[src/rtl/correlation_controller.sv]
// correlation_controller: streams a window of pixel/template sets through an external
// correlation cell and accumulates the returned I^2 and T*I products into window sums.
`default_nettype none

module correlation_controller #(
   parameter int PIXEL_SIZE    = 8,
   parameter int NUM_TEMPLATES = 10,
   parameter int WINDOW_LEN    = 64,
   parameter int CELL_LATENCY  = 1
) (
   input  logic                                           CLK,
   input  logic                                           RST_N,
   input  logic                                           start,
   input  logic                                           pix_valid,
   output logic                                           pix_ready,
   input  logic [PIXEL_SIZE-1:0]                          pix_in,
   input  logic [PIXEL_SIZE-1:0]                          tmpl_in [NUM_TEMPLATES],
   output logic [PIXEL_SIZE-1:0]                          cell_I,
   output logic [PIXEL_SIZE-1:0]                          cell_T [NUM_TEMPLATES],
   input  logic [2*PIXEL_SIZE-1:0]                        cell_I_square,
   input  logic [2*PIXEL_SIZE-1:0]                        cell_T_x_I [NUM_TEMPLATES],
   output logic                                           busy,
   output logic                                           out_valid,
   output logic [2*PIXEL_SIZE+$clog2(WINDOW_LEN)-1:0]     sum_I_sq,
   output logic [2*PIXEL_SIZE+$clog2(WINDOW_LEN)-1:0]     sum_T_x_I [NUM_TEMPLATES]
);

   localparam int ACC_W = 2*PIXEL_SIZE + $clog2(WINDOW_LEN);
   localparam int CNT_W = $clog2(WINDOW_LEN);
   localparam logic [CNT_W-1:0] LAST_PIX = CNT_W'(WINDOW_LEN-1);

   typedef enum logic [1:0] {
      IDLE  = 2'd0,
      RUN   = 2'd1,
      DRAIN = 2'd2,
      DONE  = 2'd3
   } state_t;

   state_t                  state_q, state_d;
   logic                    pix_ready_q;
   logic                    busy_q;
   logic                    out_valid_q;
   logic [CNT_W-1:0]        cnt_q;
   logic [CELL_LATENCY:0]   tag_q;
   logic [PIXEL_SIZE-1:0]   cell_I_q;
   logic [PIXEL_SIZE-1:0]   cell_T_q [NUM_TEMPLATES];
   logic [ACC_W-1:0]        sum_I_q;
   logic [ACC_W-1:0]        sum_T_q [NUM_TEMPLATES];
   logic                    accept;

   assign accept = pix_valid & pix_ready_q;

   always_comb begin
      state_d = state_q;
      case (state_q)
         IDLE:    if (start) state_d = RUN;
         RUN:     if (accept && (cnt_q == LAST_PIX)) state_d = DRAIN;
         DRAIN:   if (tag_q == '0) state_d = DONE;
         DONE:    state_d = IDLE;
         default: state_d = IDLE;
      endcase
   end

   always_ff @(posedge CLK) begin
      if (!RST_N) begin
         state_q     <= IDLE;
         pix_ready_q <= 1'b0;
         busy_q      <= 1'b0;
         out_valid_q <= 1'b0;
         cnt_q       <= '0;
         tag_q       <= '0;
         cell_I_q    <= '0;
         sum_I_q     <= '0;
         for (int k = 0; k < NUM_TEMPLATES; k++) begin
            cell_T_q[k] <= '0;
            sum_T_q[k]  <= '0;
         end
      end else begin
         state_q     <= state_d;
         pix_ready_q <= (state_d == RUN);
         busy_q      <= (state_d != IDLE);
         out_valid_q <= (state_d == DONE);
         // Tag bit CELL_LATENCY lines up with the cell result of the matching accept.
         tag_q       <= {tag_q[CELL_LATENCY-1:0], accept};
         cell_I_q    <= accept ? pix_in : '0;
         for (int k = 0; k < NUM_TEMPLATES; k++) begin
            cell_T_q[k] <= accept ? tmpl_in[k] : '0;
         end
         if ((state_q == IDLE) && start) begin
            cnt_q   <= '0;
            sum_I_q <= '0;
            for (int k = 0; k < NUM_TEMPLATES; k++) begin
               sum_T_q[k] <= '0;
            end
         end else begin
            if (accept) cnt_q <= cnt_q + CNT_W'(1);
            if (tag_q[CELL_LATENCY]) begin
               sum_I_q <= sum_I_q + ACC_W'(cell_I_square);
               for (int k = 0; k < NUM_TEMPLATES; k++) begin
                  sum_T_q[k] <= sum_T_q[k] + ACC_W'(cell_T_x_I[k]);
               end
            end
         end
      end
   end

   assign pix_ready = pix_ready_q;
   assign busy      = busy_q;
   assign out_valid = out_valid_q;
   assign cell_I    = cell_I_q;
   assign cell_T    = cell_T_q;
   assign sum_I_sq  = sum_I_q;
   assign sum_T_x_I = sum_T_q;

endmodule

`default_nettype wire
[config.mk]
export PLATFORM = sky130hd
export DESIGN_NAME = correlation_controller
export DESIGN_NICKNAME = d
export VERILOG_FILES = /design/src/rtl/correlation_controller.sv
export SDC_FILE = /design/constraint.sdc
export NUM_CORES = 1
export LEC_CHECK = 0
export CAP_MARGIN = 25
export CORE_AREA = 2 2 236 238
export CTS_CLUSTER_DIAMETER = 60
export DETAILED_ROUTE_END_ITERATION = 7
export DIE_AREA = 0 0 238 240
export GPL_ROUTABILITY_DRIVEN = 0
export PLACE_DENSITY = 0.7
export REMOVE_ABC_BUFFERS = 1
export SYNTH_ARGS = -nofsm -noshare
export SYNTH_HDL_FRONTEND = slang
export SYNTH_SLANG_ARGS = --single-unit
[constraint.sdc]
create_clock -name CLK -period 3.5 [get_ports CLK]
set_clock_uncertainty 0.2 [all_clocks]
set_input_delay 0.35 -clock CLK [delete_from_list [all_inputs] [get_ports CLK]]
set_output_delay 0.35 -clock CLK [all_outputs]
set_load 0.02 [all_outputs]
Word level (Yosys, flattened, before mapping). Index checks and enable logic that the tools add are counted.

Flip-flop bits (word level): 343. Output and inout port bits: 333. Word-level logic and storage cells: 59.

Add/sub/neg operators: 12. Equality and inequality tests: 6. Muxes and demuxes: 4. Bitwise logic cells: 2. Reductions and logical operators: 7.

Operator list (number): 22-bit by 16-bit adder with 22-bit output (11); 2-bit case mux with 4 select lines (1); 6-bit by 1-bit adder with 6-bit output (second input constant) (1); 2-bit == test (second input constant) (3); 6-bit == test (second input constant) (1); 2-bit two-way mux (3); 2-bit by 1-bit == test with 1-bit output (second input constant) (2); 2-bit zero test (2); 1-bit logical AND (2); 2-bit AND reduction (1); 2-bit nonzero test (1); 2-bit OR reduction (1); 1-bit bitwise AND (1); 1-bit NOT (1).

Depth between registers and ports, before layout.
Depth in word-level cells: 5. Gate-level depth with buffers: 11.

Worst setup path before layout. No wires, ideal clock.

Path type: reg-to-reg. Start: reg sum_I_q[0], in the netlist sum_I_sq[0]. End: reg sum_I_q[18], in the netlist sum_I_sq[18]. Library setup time: 0.128 ns. Arrival: 2.533 ns. Path slack: 0.640 ns. Stages on the path, launching flop included: 12. Cells stage by stage: dfxtp_1 > ha_1 > inv_1 > fa_1 > nand2b_1 > a21oi_1 > nor3_1 > o31ai_1 > a211oi_1 > nor4b_1 > xnor2_1 > nor2_1.

Cells in the longest elaborated chain, start to end: 1.

Ends and longest elaborated chain: from (decl) (RTL line 47) `logic [ACC_W-1:0] sum_I_q;`; from (signal assigned) (RTL line 98) `sum_I_q <= sum_I_q + ACC_W'(cell_I_square);`; 22-bit by 16-bit adder with 22-bit output (RTL line 98).

No other way between the ends. A chain may end at the register's enable or synchronous reset.

Final worst setup path. Same ends and word-level chain as after synthesis.

==> results_dict.tcl <==
set metrics [dict create \
    yosys_warnings 0 \
    path_clk_slew_ps 60 \
    htree_levels 2 \
    grt_pass1_vias 18860 \
    grt_usage_pct 23.09 \
    setup_ws_ps 550.2 \
    pwr-share-seq_pct 40.2 \
    place_ws_ps 63.39 \
    setup_viol 0 \
    async_flop_share_pct 0 \
    cts.path.max_buffers 3 \
    ys_types 75 \
    ir_drop_mv 0.3686 \
    vias 18620 \
    worstPathRequired_ps 3750 \
    fin_crit_ps 2950 \
    total_power_mw 9.907 \
    holdWs_ps 127.6 \
    hold_class "input port to flip-flop" \
    die_x_um 238 \
    combPwrFrac_pct 11.4 \
    floorplan.initialDensity_pct 35.33 \
    status "completed" \
    drv_cap 0 \
    cts_tree "done" \
    detail_route.vias_per_cell 5.234 \
    dp_hpwl_mm 52.67 \
    placed_cells 3467 \
    cts_num_sinks 343 \
    finalHoldViolCount 0 \
    fin_cells 3558 \
    clock_latency_ps 580 \
    tightest_slew_ps 600.4 \
    setup_tns_ps 0 \
    grt_remaining_overflow 0 \
    postCtsHoldBufs 0 \
    synthToLayoutAreaGrowth_pct 43.43 \
    port_buffers 600 \
    slew_headroom_pct 58.94 \
    rsz0062_at_grt "no" \
    cts_resized 0 \
    power.density_mw_per_mm2 357.6 \
    die_h_um 240 \
    p_sw_share_pct 25.23 \
    dpl-instance-area_mm2 0.02614 \
    final-max-slew-violation-count 0 \
    layout-drive-gt1-share_pct 4.426 \
    drc 0 \
    ys_seq_area_share_pct 35.55 \
    start_kind "flip-flop" \
    cts_setup_buffers 0 \
    netSwitchingPower_mw 2.499 \
    critPathMaxFanout 3 \
    wl_per_cell_um 19.29 \
    arrival_ps 3200 \
    drtAntennaViolNets 0 \
    synth_enable_flop_cells 0 \
    end_kind "flip-flop" \
    grt_antenna_before_repair 7 \
    syn_area_mm2 0.01931 \
    crit_type "flip-flop to flip-flop" \
    ioPinCount 601 \
    finalNetCount 3267 \
    drtIter0Drc 809 \
    avgSynthCellArea_um2 8.719 \
    drt_first_pass_iters 7 \
    period_share_pct 84.28 \
    wl_mm 68.63 \
    core_mm2 0.05466 \
    final_cell_area_mm2 0.02770 \
    intPower_mw 7.407 \
    p_clk_share_pct 48.4 \
    die-area_mm2 0.05712 \
    netlist_instances 2215 \
    numCtsBuffers 46 \
    leakagePower_nw 11.00 \
    fmax_mhz 339.0 \
    grt_pass1_wl_mm 104.3 \
    fin_util_pct 50.68 \
    cts-root-buf "clkbuf_16" \
    num_rows 86 \
    synth_ff_type "dfxtp_1" \
    ys_ff_latch 343 \
    grt_start_max_net_pins 59 \
]
==> metal layers <==
layer / vias up / GRT usage [%] / share of wire, %
li1: 9091 / - / -
met1: 8729 / 25.07 / 39
met5: - / 0 / 0.019
met3: 159 / 7.784 / 8.8
met4: 2 / 11.63 / 4.8
met2: 642 / 40.16 / 48
==> cell usage after synthesis, types with 5 or more instances <==
master     number  area [um^2]
o211ai_1       14        105.1
and2_1         98        613.1
o21ai_0       119        595.6
o31ai_1        10        75.07
clkbuf_1       61        229.0
nor3b_1         7        52.55
o31a_1          8        70.07
a211oi_1       46        345.3
xnor2_1        99        867.1
a31oi_1        22        137.6
buf_2           7        35.03
nor2b_1        39        244.0
nor2_1        252        945.9
fa_1           11        220.2
o2111ai_1       5        43.79
dfxtp_1       343         6867
nand3_1        40        200.2
ha_1          177         2215
o21bai_1       13        97.59
a21oi_1       174        870.8
a211o_1        11        96.34
or3_1          25        156.4
mux2i_1        68        680.7
nor3_1         39        195.2
o22ai_1         5        31.28
inv_1          55        206.5
o21ai_1         5        25.02
a21o_1         71        533.0
a21boi_0        9        67.56
nand2_1       140        525.5
and3_1         33        206.5
xor2_1         69        604.3
nand2b_1       16        100.1
o21a_1         32        240.2
nand4_1        12        75.07
==> state kept, by name, indices dropped and copies added (netlist names) <==
name / cells
cell_T: 80
cnt_q: 6
out_valid: 1
sum_T_x_I: 220
sum_I_sq: 22
tag_q: 2
cell_I: 8
state_q: 2
busy: 1
pix_ready: 1
==> power by group through the flow <==
stage                     registers [mW]  logic [mW]  clock network (mW)
after floorplan                     4.12       0.488                   0
after global placement              4.06        1.11                   0
after detailed placement            4.06        1.12                   0
after CTS                           3.98        1.13                4.92
after global routing                3.98        1.23                5.08
final                               3.98        1.13                4.79
==> layout make-up <==
type,count,area [um^2]
diodes,7,17.52
fillers,4972,26960
clock buffers,60,1264
flip-flops and latches,343,6870
repair buffers,623,6241
multi-input cells,1742,11940
well taps,704,880.8
clock inverters,24,281.5
inverters,55,207.7
==> cells by family (layout without fill, tap and decap cells) <==
logic type	after synthesis	after routing	share of synthesized area, %
fa+ha+maj	188	188	12.61
simple gates	729	729	18.31
mux	68	68	3.524
other cells	0	7	0
compound gates	589	589	19.66
buf+inv	130	762	2.727
flops	343	343	35.55
xor+xnor	168	168	7.619
==> final timing paths <==
kind | startpoint | end | slack (ps) | cells after the start
max | sum_I_sq[0] | sum_I_sq[18] | 550 | 11
min | tmpl_in[30] | cell_T[30] | 130 | 2
max reg2reg | sum_I_sq[0] | sum_I_sq[18] | 550 | 11
min reg2reg | tag_q[0] | tag_q[1] | 270 | 1
==> worst max-delay path, stage by stage (launching register included) <==
cell	delay (ps)
dfxtp_1	340
ha_1	200
inv_1	60
fa_1	380
nand2b_1	180
a21oi_1	200
nor3_1	100
o31ai_1	330
a211oi_1	190
nor4b_1	430
xnor2_1	160
nor2_1	50
==> cells in the final DEF (no fill, tap or decap), types with 46 or more instances in the layout <==
cell type | netlist | layout
dfxtp_1 | 343 | 342
clkbuf_16 | 0 | 46
xnor2_1 | 99 | 99
a21o_1 | 71 | 71
nand2_1 | 140 | 138
o21ai_0 | 119 | 119
ha_1 | 177 | 177
a211oi_1 | 46 | 46
xor2_1 | 69 | 69
a21oi_1 | 174 | 174
mux2i_1 | 68 | 68
inv_1 | 55 | 54
and2_1 | 98 | 98
nor2_1 | 252 | 251
clkdlybuf4s50_1 | 0 | 600
Note: power is estimated with default switching activity, not from simulation.
